[src/rtl/alu_op_sequencer_if.sv]
// Interface bundling the requester, ALU and result signals of alu_op_sequencer.
// Optional macro ALU_SEQ_CHAIN_EN adds chain0/chain1 (load operand A from the last result).
interface alu_op_sequencer_if #(
  parameter int unsigned WIDTH = 6,
  parameter int unsigned SEL_W = 2
);
  logic             req0;
  logic [WIDTH-1:0] a0;
  logic [WIDTH-1:0] b0;
  logic [SEL_W-1:0] sel0;
  logic             req1;
  logic [WIDTH-1:0] a1;
  logic [WIDTH-1:0] b1;
  logic [SEL_W-1:0] sel1;
`ifdef ALU_SEQ_CHAIN_EN
  logic             chain0;
  logic             chain1;
`endif
  logic             gnt0;
  logic             gnt1;
  logic [WIDTH-1:0] alu_a;
  logic [WIDTH-1:0] alu_b;
  logic [SEL_W-1:0] alu_sel;
  logic [WIDTH-1:0] alu_o;
  logic [WIDTH-1:0] result;
  logic             done;
  logic             done_id;
  logic             busy;

  // Sequencer side
  modport slave (
    input  req0, a0, b0, sel0, req1, a1, b1, sel1,
`ifdef ALU_SEQ_CHAIN_EN
    input  chain0, chain1,
`endif
    input  alu_o,
    output gnt0, gnt1, alu_a, alu_b, alu_sel, result, done, done_id, busy
  );

  // Requesters plus ALU side
  modport master (
    output req0, a0, b0, sel0, req1, a1, b1, sel1,
`ifdef ALU_SEQ_CHAIN_EN
    output chain0, chain1,
`endif
    output alu_o,
    input  gnt0, gnt1, alu_a, alu_b, alu_sel, result, done, done_id, busy
  );
endinterface

[src/rtl/alu_op_sequencer.sv]
// Round-robin sequencer sharing one external combinational ALU between two requesters.
// Grant latches operands onto the ALU, holds them ISSUE_HOLD cycles, captures alu_o and
// returns it with a one-cycle done pulse tagged with the owner id.
// Optional macro ALU_SEQ_CHAIN_EN: chainN=1 loads alu_a from the result register.
module alu_op_sequencer #(
  parameter int unsigned WIDTH      = 6,
  parameter int unsigned SEL_W      = 2,
  parameter int unsigned ISSUE_HOLD = 1
) (
  input  logic              clk,
  input  logic              rst,
  alu_op_sequencer_if.slave bus
);

  localparam int unsigned CNT_W   = 4;
  localparam logic [CNT_W-1:0] HOLD_LAST = CNT_W'(ISSUE_HOLD - 1);

  typedef enum logic [1:0] {
    IDLE = 2'd0,
    HOLD = 2'd1,
    DONE = 2'd2
  } state_t;

  state_t           state;
  state_t           next_state;
  logic [CNT_W-1:0] hold_cnt;
  logic             last_served;
  logic             grant_vld;
  logic             grant_id;
  logic             chain_sel;
  logic [WIDTH-1:0] next_a;
  logic [WIDTH-1:0] next_b;
  logic [SEL_W-1:0] next_sel;

  // State register
  always_ff @(posedge clk) begin
    if (rst) state <= IDLE;
    else     state <= next_state;
  end

  // Next state, arbitration and Mealy grant pulses
  always_comb begin
    next_state = state;
    grant_vld  = 1'b0;
    grant_id   = 1'b0;
    case (state)
      IDLE: begin
        if (bus.req0 && bus.req1) begin
          grant_vld = 1'b1;
          grant_id  = ~last_served;
        end else if (bus.req0) begin
          grant_vld = 1'b1;
          grant_id  = 1'b0;
        end else if (bus.req1) begin
          grant_vld = 1'b1;
          grant_id  = 1'b1;
        end
        if (grant_vld) next_state = HOLD;
      end
      HOLD: begin
        if (hold_cnt == '0) next_state = DONE;
      end
      DONE: begin
        next_state = IDLE;
      end
      default: begin
        next_state = IDLE;
      end
    endcase
    bus.gnt0 = grant_vld && !grant_id;
    bus.gnt1 = grant_vld && grant_id;
  end

  // Operand selection for the granted requester
  always_comb begin
    next_a    = grant_id ? bus.a1   : bus.a0;
    next_b    = grant_id ? bus.b1   : bus.b0;
    next_sel  = grant_id ? bus.sel1 : bus.sel0;
    chain_sel = 1'b0;
`ifdef ALU_SEQ_CHAIN_EN
    chain_sel = grant_id ? bus.chain1 : bus.chain0;
`endif
    if (chain_sel) next_a = bus.result;
  end

  // Datapath: operand latch, hold counter, result capture and status outputs
  always_ff @(posedge clk) begin
    if (rst) begin
      bus.alu_a   <= '0;
      bus.alu_b   <= '0;
      bus.alu_sel <= '0;
      bus.result  <= '0;
      bus.done    <= 1'b0;
      bus.done_id <= 1'b0;
      bus.busy    <= 1'b0;
      last_served <= 1'b1;
      hold_cnt    <= '0;
    end else begin
      if (grant_vld) begin
        bus.alu_a   <= next_a;
        bus.alu_b   <= next_b;
        bus.alu_sel <= next_sel;
        last_served <= grant_id;
        hold_cnt    <= HOLD_LAST;
      end
      if (state == HOLD) begin
        if (hold_cnt == '0) begin
          bus.result  <= bus.alu_o;
          bus.done_id <= last_served;
        end else begin
          hold_cnt <= hold_cnt - CNT_W'(1);
        end
      end
      bus.done <= (next_state == DONE);
      bus.busy <= (next_state != IDLE);
    end
  end

endmodule

[src/flat_wrapper.sv]
// flat-port wrapper written by rule: the top's interface ports become plain ports
module alu_op_sequencer_flat 
#(
  parameter int unsigned WIDTH      = 6,
  parameter int unsigned SEL_W      = 2,
  parameter int unsigned ISSUE_HOLD = 1
)
  (clk, rst, bus_req0, bus_a0, bus_b0, bus_sel0, bus_req1, bus_a1, bus_b1, bus_sel1, bus_alu_o, bus_gnt0, bus_gnt1, bus_alu_a, bus_alu_b, bus_alu_sel, bus_result, bus_done, bus_done_id, bus_busy);
  alu_op_sequencer_if #(.WIDTH(WIDTH), .SEL_W(SEL_W)) bus_i ();
  input  logic clk;
  input  logic rst;
  input wire logic [$bits(bus_i.req0)-1:0] bus_req0;
  input wire logic [$bits(bus_i.a0)-1:0] bus_a0;
  input wire logic [$bits(bus_i.b0)-1:0] bus_b0;
  input wire logic [$bits(bus_i.sel0)-1:0] bus_sel0;
  input wire logic [$bits(bus_i.req1)-1:0] bus_req1;
  input wire logic [$bits(bus_i.a1)-1:0] bus_a1;
  input wire logic [$bits(bus_i.b1)-1:0] bus_b1;
  input wire logic [$bits(bus_i.sel1)-1:0] bus_sel1;
  input wire logic [$bits(bus_i.alu_o)-1:0] bus_alu_o;
  output wire logic [$bits(bus_i.gnt0)-1:0] bus_gnt0;
  output wire logic [$bits(bus_i.gnt1)-1:0] bus_gnt1;
  output wire logic [$bits(bus_i.alu_a)-1:0] bus_alu_a;
  output wire logic [$bits(bus_i.alu_b)-1:0] bus_alu_b;
  output wire logic [$bits(bus_i.alu_sel)-1:0] bus_alu_sel;
  output wire logic [$bits(bus_i.result)-1:0] bus_result;
  output wire logic [$bits(bus_i.done)-1:0] bus_done;
  output wire logic [$bits(bus_i.done_id)-1:0] bus_done_id;
  output wire logic [$bits(bus_i.busy)-1:0] bus_busy;
  assign bus_i.req0 = bus_req0;
  assign bus_i.a0 = bus_a0;
  assign bus_i.b0 = bus_b0;
  assign bus_i.sel0 = bus_sel0;
  assign bus_i.req1 = bus_req1;
  assign bus_i.a1 = bus_a1;
  assign bus_i.b1 = bus_b1;
  assign bus_i.sel1 = bus_sel1;
  assign bus_i.alu_o = bus_alu_o;
  assign bus_gnt0 = bus_i.gnt0;
  assign bus_gnt1 = bus_i.gnt1;
  assign bus_alu_a = bus_i.alu_a;
  assign bus_alu_b = bus_i.alu_b;
  assign bus_alu_sel = bus_i.alu_sel;
  assign bus_result = bus_i.result;
  assign bus_done = bus_i.done;
  assign bus_done_id = bus_i.done_id;
  assign bus_busy = bus_i.busy;
  alu_op_sequencer #(.WIDTH(WIDTH), .SEL_W(SEL_W), .ISSUE_HOLD(ISSUE_HOLD)) u_core (.clk(clk), .rst(rst), .bus(bus_i));
endmodule
[config.mk]
export PLATFORM = sky130hd
export DESIGN_NAME = alu_op_sequencer_flat
export DESIGN_NICKNAME = d
export VERILOG_FILES = /design/src/rtl/alu_op_sequencer_if.sv /design/src/rtl/alu_op_sequencer.sv /design/src/flat_wrapper.sv
export SDC_FILE = /design/constraint.sdc
export NUM_CORES = 1
export LEC_CHECK = 0
export ABC_AREA = 1
export CORE_MARGIN = 4
export CORE_UTILIZATION = 30
export DETAILED_ROUTE_END_ITERATION = 10
export HOLD_SLACK_MARGIN = 0.08
export PLACE_DENSITY_LB_ADDON = 0.15
export SYNTH_ARGS = -nofsm -noshare
export SYNTH_HDL_FRONTEND = slang
export SYNTH_SLANG_ARGS = --single-unit
[constraint.sdc]
create_clock -name clk -period 2.5 [get_ports clk]
set_input_delay 0.375 -clock clk [delete_from_list [all_inputs] [get_ports clk]]
set_output_delay 0.375 -clock clk [all_outputs]
set_load 0.02 [all_outputs]
After elaboration in Yosys (flattened, before gate mapping)
Cells that the tools add are included.
W data, S select, Z words.
{"block": "word_totals", "reg_bits": 30, "wordCells": 39, "output_inout_bits": 25}
{"block": "op_classes", "bitwise": 1, "reduce_logical": 8, "n_addsub": 1, "eq_ne": 2, "muxes": 17}
{"op": "$mux W4", "n": 3}
{"op": "$mux W6", "n": 2}
{"op": "$mux W1", "n": 8}
{"op": "$mux W2", "n": 3}
{"op": "$logic_not A4 Y1", "n": 1}
{"op": "$pmux W2 S2", "n": 1}
{"op": "$sub A4 B1 Y4 const B", "n": 1}
{"op": "$logic_and A1 B1 Y1", "n": 3}
{"op": "$eq A2 B1 Y1 const B", "n": 1}
{"op": "$eq A2 B2 Y1 const B", "n": 1}
{"op": "$logic_not A2 Y1", "n": 1}
{"op": "$reduce_and A2 Y1", "n": 1}
{"op": "$reduce_bool A2 Y1", "n": 1}
{"op": "$logic_not A1 Y1", "n": 1}
{"op": "$not A1 Y1", "n": 1}

Logic depth before layout (Yosys ltp)
Gate-level depths: netlist (run 1).
{"block": "logic_depth", "word_depth": 8, "ltp_mapped": 8}

Least setup slack after synthesis (run 1)
Ideal clock, no wire load.
{"block": "synth_timing", "path_kind": "in2out", "startpoint": "in bus_req1", "endpoint": "out bus_gnt0", "required_ps": 2125, "cell_stages": 4, "n_path_buf": 1, "arrival_ps": 957, "path_slack_ps": 1168, "cell_sequence": "buf_4 nand2_4 nand3_2 inv_1"}
{"block": "synth_between", "elab_chain_len": 6}
{"element": "from (decl)", "line_no": "flat_wrapper.sv:16", "rtl": "input wire logic [$bits(bus_i.req1)-1:0] bus_req1;"}
{"element": "$mux W1", "line_no": "alu_op_sequencer.sv:54", "rtl": "end else if (bus.req1) begin"}
{"element": "$mux W1", "line_no": "alu_op_sequencer.sv:51", "rtl": "end else if (bus.req0) begin"}
{"element": "$mux W1", "line_no": "alu_op_sequencer.sv:48", "rtl": "if (bus.req0 && bus.req1) begin"}
{"element": "$mux W1", "line_no": "alu_op_sequencer.sv:46", "rtl": "case (state)"}
{"element": "$mux W1 or $logic_not A1 Y1 (tied branches)", "line_no": "alu_op_sequencer.sv:46, alu_op_sequencer.sv:70"}
{"element": "$logic_and A1 B1 Y1 *", "line_no": "alu_op_sequencer.sv:70", "rtl": "bus.gnt0 = grant_vld && !grant_id;"}
{"element": "to (decl)", "line_no": "flat_wrapper.sv:21", "rtl": "output wire logic [$bits(bus_i.gnt0)-1:0] bus_gnt0;"}
Every way passes the cells marked *; elsewhere a longest branch is shown, timed or not. The select of a mux whose other input is x is not followed.

Final worst setup path (run 1)
{"block": "layout_timing", "startpoint": "in bus_req0", "endpoint": "out bus_gnt0"}
{"block": "layout_between", "elab_chain_len": 5}
{"element": "from (decl)", "line_no": "flat_wrapper.sv:12", "rtl": "input wire logic [$bits(bus_i.req0)-1:0] bus_req0;"}
{"element": "$mux W1 or $logic_and A1 B1 Y1 (tied branches)", "line_no": "alu_op_sequencer.sv:51, alu_op_sequencer.sv:48"}
{"element": "$mux W1", "line_no": "alu_op_sequencer.sv:48"}
{"element": "$mux W1", "line_no": "alu_op_sequencer.sv:46"}
{"element": "$mux W1 or $logic_not A1 Y1 (tied branches)", "line_no": "alu_op_sequencer.sv:46, alu_op_sequencer.sv:70"}
{"element": "$logic_and A1 B1 Y1 *", "line_no": "alu_op_sequencer.sv:70"}
Marked as above.

==> metrics.txt, run 1 <==
VDD IR max 0.382 mV; # fillers 474; mean routed wirelength per cell 11.2 um; fmax 435 MHz; Final min period 2.30 ns; total CTS buffers 5; Clock Path Buffers 2; IO Pins 63; Setup violations, final 0; total wire length 3630 um; clk slew on worst S/H paths 0.07 ns; power per cell area 615 mW/mm^2; crit-path max FO 10; crit-path leading delay family buffers and inverters; total track usage 12.6%; final hold vios 0; Post-synth ARST share 0%; DP Wirelength 2660 um; Area Overhead vs Synth 54.9%; Final GP Congestion 0.778; #FFs+latches synth 30; WS Path Type input pin to output port; measured slew at the worst slew-check pin 0.391 ns; CP startpoint kind input pin; area post-placement 0.00209 mm^2; Mapped Cells 204; CP Buf/Inv Count 3; Clock Latency Late Sink 0.28 ns; nets@finish 310; vias in the first global route 1375; Pleak 0.000995 uW; crit-path max cell delay 0.59 ns; Yosys cell types 21; TritonCTS clock tree done; Starting DRT DRC Count 47; Top FF cell, synth dfxtp_1; Hold Buf Count CTS 0; DRC violations left 0; Tightest Hold Check Type flop to flop; H-tree levels 2; Die X 76.6 um; diode count 0; worst-path cell chain clkdlybuf4s50_1, nand2_4, nand2_4, nand3_2, inv_1, clkdlybuf4s50_1; root buffer cell clkbuf_8; layout cells sized above 1 8.82%; largest net degree at the start of global routing 21; Ys Warns 0; vias per cell 4.39; required time of the critical path 2.12 ns; Post-synth EDFFs 0; first-pass GRT wire length 6060 um; Initial Util 31.7%; register area share after synthesis 42.6%; post-layout instance area 0.00218 mm^2; die height 76.6 um; Critical Path AT 1.92 ns; mapped cell area 0.00141 mm^2; Critical-path top delay cell clkdlybuf4s50_1; Setup Skew 0.00519 ns; Core ar. 0.00444 mm^2; drt pass-1 iters 4; num rows 24; Slew headroom 73.8%; Final Slew Violations 0; Hold Startpoint u_core.bus.result[1]; total negative slack 0 ns; Post-CTS Setup Bufs 0; vias 1421; most common cell after layout, fill and taps aside clkdlybuf4s50_1; Max Cap Viol 0; post-cts resize count 0; initial antenna violation count 0; status complete, no violations; critical path capture point type output port; RSZ-0062 raised after global routing false; Mapped Avg Cell Area 6.91 um^2; antenna-violating nets left 0; Clock Sink Count 30; Final period util 91.9%; GRT overflow 0; worst r2r src u_core.state[0]; die area 0.00586 mm^2; port bufs 62; Post-Syn Nets 243; Crit. Startpoint bus_req0; most frequent cells in the layout clkdlybuf4s50_1, nor2_1, nand2_1
## state kept, by name (all words and copies together) (netlist names)
register	cells
u_core.bus.alu_a	6
u_core.bus.alu_b	6
u_core.bus.alu_sel	2
u_core.bus.busy	1
u_core.bus.done	1
u_core.bus.done_id	1
u_core.bus.result	6
u_core.hold_cnt	4
u_core.last_served	1
u_core.state	2
## stage by stage
step | hold WS [ns] | power, uW | utilization (%) | instances | setup WS (ns)
after detailed placement | 0.471 | 945 | 47.0 | 316 | 0.182
after global placement | 0.461 | 944 | 47.0 | 316 | 0.206
after floorplan | 0.469 | 765 | - | 204 | 1.17
after CTS | 0.487 | 1360 | 49.2 | 324 | 0.180
final | 0.480 | 1340 | 49.2 | 324 | 0.204
after global routing | 0.511 | 1420 | 49.2 | 324 | 0.132
## worst paths after layout
check                                       endpoint  slack (ns)  cells past startpoint
worst max-delay path                        bus_gnt0        0.20                      6
worst min-delay path            u_core.bus.result[1]        0.48                      2
worst max register to register    u_core.hold_cnt[0]        1.03                      6
worst min register to register  u_core.bus.result[1]        0.48                      2
## metal layers
layer  share of wire [%]  vias to the layer above  track usage, %  wire, um
met3                 8.1                        4            5.20       294
met1                  47                      608            14.6      1720
met4                 1.3                        0            5.43        48
met2                  43                       39            20.3      1570
met5                   0                        -               0         0
li1                    -                      770               -         -
## power by group
part,internal [uW],switching (uW),total [uW]
registers,523,24.8,548
logic,186,197,382
clock network,221,192,413
total,930,413,1340
## cells by family after synthesis
| kind of cell | synth area share, % |
|---|---|
| xor gates and xnor gates | 0.621 |
| DFF | 42.6 |
| AOI/OAI and AO/OA | 4.61 |
| and+or+nand+nor | 41.3 |
| adders and majority gates | 0.887 |
| buffers and inverters | 10.0 |
## tightest hold or removal path, stage by stage (launching register included)
cell and delay, ns:
dfxtp_1 0.32, nor2_1 0.04, nor2_1 0.08
## cell usage after synthesis (2+ instances only)
master,instances,area share (%)
nand4_1,14,6.2
inv_2,3,0.80
a21oi_1,5,1.8
nor2_1,49,13
nor2_4,2,1.6
clkbuf_1,2,0.53
o21ai_0,8,2.8
nand2_1,45,12
buf_2,2,0.71
dfxtp_1,30,43
nand3_1,9,3.2
nand2_4,3,2.4
buf_4,2,1.1
inv_1,23,6.1
## area by class of cell
class,instances,area (um^2),area share (%)
Multi-Input combinational cell,141,668,30.6
Timing Repair Buffer,67,658,30.1
Sequential cell,30,601,27.5
Inverter,26,97.6,4.47
Clock buffer,6,82.6,3.78
Tap cell,52,65.1,2.98
Clock inverter,2,12.5,0.573
(Power assumes the default switching activity.)
==> inputs of run 2 (changes only) <==
--- a/config.mk
+++ b/config.mk
@@ -5,12 +5,12 @@
 export SDC_FILE = /design/constraint.sdc
 export NUM_CORES = 1
 export LEC_CHECK = 0
-export ABC_AREA = 1
 export CORE_MARGIN = 4
 export CORE_UTILIZATION = 30
 export DETAILED_ROUTE_END_ITERATION = 10
 export HOLD_SLACK_MARGIN = 0.08
 export PLACE_DENSITY_LB_ADDON = 0.15
+export SETUP_SLACK_MARGIN = 0.4
 export SYNTH_ARGS = -nofsm -noshare
 export SYNTH_HDL_FRONTEND = slang
 export SYNTH_SLANG_ARGS = --single-unit
==> metrics.txt, run 2 <==
hold depth 2; top post-synthesis cells by area dfxtp_1, nand3_1, o21ai_0; Setup Skew 0.00459 ns; power per cell area 595 mW/mm^2; Final min period 2.00 ns; initial antenna violation count 0; worst setup margin 0.496 ns; Max Cap Viol 0; Initial Util 32.1%; IO Pins 63; Final GP Congestion 0.774; Post-Syn Nets 202; total CTS buffers 5; Post-CTS Setup Bufs 0; diode count 0; biggest regs u_core.bus.alu_a x6, u_core.bus.alu_b x6, u_core.bus.result x6; fmax 499 MHz; first-pass GRT wire length 6980 um; Tightest Hold Check Type flop to flop; vias 1503; Yosys top cell by area dfxtp_1; Setup violations, final 0; layout cells sized above 1 6.76%; Hold WS 0.473 ns; Mapped Cells 163; critical path capture point type output port; final hold vios 0; Clock Path Buffers 2; crit-path max FO 5; DP Wirelength 3100 um; H-tree levels 2; status complete, no violations; mapped cell area 0.00133 mm^2; DRC violations left 0; most common cell after layout, fill and taps aside clkdlybuf4s50_1; Reg area 601 um^2; worst r2r src u_core.state[0]; largest net degree at the start of global routing 20; Final Slew Violations 0; Yosys cell types 26; nets@finish 262; CP startpoint kind input pin; most common cell in the synthesized netlist nand3_1; r2r worst-path depth 3; Core ar. 0.00414 mm^2; area of the multi-input gates 659 um^2; r2r setup slk 0.83 ns; GRT overflow 0; Hold Startpoint u_core.bus.result[4]; most frequent cells in the layout clkdlybuf4s50_1, nand3_1, dfxtp_1; Post-synth ARST share 0%; measured slew at the worst slew-check pin 0.846 ns; total wire length 4400 um; Hold Buf Count CTS 0; Top FF cell, synth dfxtp_1; antenna-violating nets left 0; total track usage 16.3%; RSZ-0062 raised after global routing false; vias in the first global route 1467; Clock Latency Late Sink 0.28 ns; area post-placement 0.00199 mm^2; root buffer cell clkbuf_8; Final period util 80.2%; die height 74.6 um; Slew headroom 43.5%; register area share after synthesis 45.2%; mean routed wirelength per cell 16.2 um; Crit. Startpoint bus_req1; TritonCTS clock tree done; Mapped Avg Cell Area 8.15 um^2; total negative slack 0 ns; vias per cell 5.53; Synth top cells by count nand3_1, dfxtp_1, o21ai_0, a31oi_1, clkbuf_1; port bufs 62; Critical Path AT 1.63 ns; VDD IR max 0.238 mV; Starting DRT DRC Count 128; Ys Warns 0; Die X 74.6 um; WS Path Type input pin to output port; Post-synth EDFFs 0; num rows 23; dpl ws 0.188 ns; Worst Hold End u_core.bus.result[4]; top-area cell type share of the netlist area 45.2%; Area Overhead vs Synth 56.2%; Final Total Pwr 1230 uW; worst r2r dst u_core.bus.result[1]; # fillers 411; Pleak 0.000717 uW; drt pass-1 iters 4; clk slew on worst S/H paths 0.06 ns; #FFs+latches synth 30; post-layout instance area 0.00208 mm^2; Clock Sink Count 30; required time of the critical path 2.12 ns; die area 0.00556 mm^2
-- run 2: cell count changes after synthesis, moves of 9 or more --
cell	before	now
inv_1	23	2
a31oi_1	0	16
nand4_1	14	0
nand3_1	9	36
o21ai_0	8	24
nand2_1	45	0
nor2_1	49	2
clkbuf_1	2	11
-- run 2: through the flow --
| step | utilization (%) | instances |
|---|---|---|
| 2_1_floorplan | - | 163 |
| 3_3_place_gp | 48.1 | 266 |
| 3_5_place_dp | 48.1 | 266 |
| 4_1_cts | 50.0 | 272 |
| 5_1_grt | 50.1 | 272 |
| 6_report | 50.1 | 272 |
-- run 2: metal layers --
layer / vias to the layer above / global-route usage [%] / share of wire [%]
li1: 722 / - / -
met1: 719 / 21.8 / 44
met2: 58 / 25.5 / 47
met3: 4 / 4.73 / 7.5
met4: 0 / 5.14 / 0.68
met5: - / 0 / 0
-- run 2: cell families after synthesis --
logic type,synth area share [%]
fa+ha+maj,0.941
flops,45.2
simple gates,24.6
compound gates,23.4
buf+inv,5.84
-- run 2: cell type report --
| type | instances | share of cell area [%] |
|---|---|---|
| Timing Repair Buffer | 68 | 31.9 |
| Multi-Input combinational cell | 116 | 31.8 |
| Sequential cell | 30 | 28.9 |
| Clock buffer | 6 | 3.98 |
| Tap cell | 50 | 3.01 |
| Inverter | 2 | 0.362 |
-- run 2: worst max-delay path, stage by stage --
cell	delay, ns
clkdlybuf4s50_1	0.56
a21boi_2	0.21
and2_1	0.16
dlygate4sd2_1	0.33
-- run 2: how the worst max path moves through the flow --
| stage | to | slack, ns | depth (start not counted) |
|---|---|---|---|
| after global routing | bus_gnt1 | 0.41 | 4 |
| after floorplan | bus_gnt0 | 0.81 | 4 |
| after global placement | bus_gnt1 | 0.27 | 4 |
| final | bus_gnt1 | 0.50 | 4 |
| after detailed placement | bus_gnt1 | 0.19 | 4 |
| after CTS | bus_gnt1 | 0.45 | 4 |
-- run 2: report_power, final --
group          switching (uW)  internal (uW)  total, uW
clock                     165            212        376
combinational             159            158        317
sequential               24.6            517        541
-- run 2: timing repair --
| action | in CTS | in global routing |
|---|---|---|
| endpoints found under the hold margin | 0 | 0 |
| resized for setup | 2 | 1 |
| setup endpoints to repair | 2 | 1 |
==> inputs of run 3 (changes only) <==
==> constraint.sdc (replaced) <==
create_clock -name clk -period 1.8 [get_ports clk]
set_input_delay 0.27 -clock clk [delete_from_list [all_inputs] [get_ports clk]]
set_output_delay 0.27 -clock clk [all_outputs]
set_load 0.02 [all_outputs]
==> metrics.txt, run 3 (same netlist as run 2, synthesis figures left out) <==
Final min period 1.39 ns; drt pass-1 iters 4; CP startpoint kind flop; DRC violations left 0; final hold vios 0; total CTS buffers 5; Final period util 77.4%; VDD IR max 0.399 mV; Clock Latency Late Sink 0.28 ns; TritonCTS clock tree done; Initial Util 32.1%; worst r2r src u_core.state[0]; Setup Skew 0.00328 ns; total wire length 4480 um; nets@finish 273; layout cells sized above 1 16.3%; port bufs 62; die area 0.00556 mm^2; r2r setup slk 0.41 ns; power per cell area 790 mW/mm^2; vias per cell 5.36; RSZ-0062 raised after global routing true; Slew headroom 74.0%; required time of the critical path 2.01 ns; hold depth 2; GRT overflow 0; area post-placement 0.00207 mm^2; largest net degree at the start of global routing 31; antenna-violating nets left 0; num rows 23; die height 74.6 um; Post-Route Utilization 52.9%; Die X 74.6 um; biggest regs u_core.bus.alu_a x6, u_core.bus.alu_b x6, u_core.bus.result x6; DP Wirelength 3080 um; status complete, no violations; Area Overhead vs Synth 65.0%; placed insts 274; Clock Sink Count 30; critical path capture point type flop; vias 1518; Tightest Hold Check Type flop to flop; post-layout instance area 0.00219 mm^2; Setup violations, final 0; Hold Startpoint u_core.bus.result[4]; vias in the first global route 1513; worst-path cell chain buf_6, or3b_4, or3_1, a31oi_1; Max Cap Viol 0; clk slew on worst S/H paths 0.06 ns; crit-path max FO 8; Starting DRT DRC Count 84; fmax 718 MHz; total track usage 16.0%; IO Pins 63; measured slew at the worst slew-check pin 0.390 ns; worst r2r dst u_core.hold_cnt[3]; diode count 0; initial antenna violation count 0; WS Path Type flop to flop; Critical Path AT 1.60 ns; Core ar. 0.00414 mm^2; first-pass GRT wire length 6930 um; # fillers 407; Final Slew Violations 0; Final GP Congestion 0.801; most common cell after layout, fill and taps aside nand3_1; total negative slack 0 ns; root buffer cell clkbuf_8; Critical-path top delay cell or3b_4; H-tree levels 2; most frequent cells in the layout nand3_1, clkdlybuf4s50_1, dfxtp_1; Clock Path Buffers 2; Finished Layout Cells 283; mean routed wirelength per cell 15.8 um; Pleak 0.000890 uW; crit-path max cell delay 0.38 ns; Worst Hold End u_core.bus.result[4]; r2r worst-path depth 4
[run 3: cell types whose count changed in the layout (fill, tap and decap cells not counted), moves of 6 or more]
| cell | previous run | this run |
|---|---|---|
| o21ai_1 | 0 | 6 |
| o21ai_0 | 24 | 17 |
| buf_6 | 0 | 6 |
| dlygate4sd2_1 | 2 | 25 |
| clkdlybuf4s50_1 | 60 | 35 |
| buf_4 | 6 | 12 |
[run 3: how the worst max path moves through the flow]
stage	start	endpoint	slack (ns)	cells after the start
floorplan	u_core.state[1]	u_core.hold_cnt[3]	0.39	5
global placement	bus_req1	bus_gnt1	-0.15	4
global route	u_core.state[0]	u_core.hold_cnt[3]	0.35	4
CTS	u_core.state[0]	u_core.bus.result[1]	0.41	5
detailed placement	bus_req1	bus_gnt1	-0.18	4
finish	u_core.state[0]	u_core.hold_cnt[3]	0.41	4
[run 3: final cells by class]
class                      count  area [um^2]  area share (%)
timing repair buffer          79          747            34.1
multi-input combinational    116          686            31.3
sequential                    30          607            27.7
clock buffer                   6         82.6            3.77
tap                           50         62.6            2.85
inverter                       2         7.51           0.342
[run 3: per-stage QoR]
| stage | power (uW) | worst slack (ns) | hold WS (ns) |
|---|---|---|---|
| 2_1_floorplan | 978 | 0.392 | 0.418 |
| 3_3_place_gp | 1220 | -0.154 | 0.460 |
| 3_5_place_dp | 1230 | -0.184 | 0.469 |
| 4_1_cts | 1720 | 0.406 | 0.472 |
| 5_1_grt | 1820 | 0.346 | 0.493 |
| 6_report | 1730 | 0.407 | 0.470 |
[run 3: critical path, delay by kind of cell, from the launching register on]
| kind | cells | cell delay (ns) |
|---|---|---|
| buffers and inverters | 1 | 0.12 |
| flip-flops | 1 | 0.34 |
| AND/OR/NAND/NOR | 2 | 0.70 |
| AO/OA/AOI/OAI | 1 | 0.16 |
[run 3: power by group]
group	internal [uW]	total [uW]	switching (uW)
combinational	227	465	238
clock	294	523	229
sequential	719	744	24.9
[run 3: per-layer routing]
metal  GRT usage [%]  share of wire [%]  up-vias  routed length [um]
li1                -                  -      742                   -
met1            19.4                 41      712                1840
met2            27.1                 49       56                2210
met3            4.86                8.2        8                 369
met4            4.94                1.4        0                  61
met5               0                  0        -                   0
[run 3: repair_timing]
item / 4_1_cts / 5_1_grt
endpoints found under the setup margin: 33 / 19
cloned: 0 / 0
resized for setup: 38 / 21
pin swaps: 0 / 1
hold buffers: 0 / 0
buffers inserted: 0 / 3
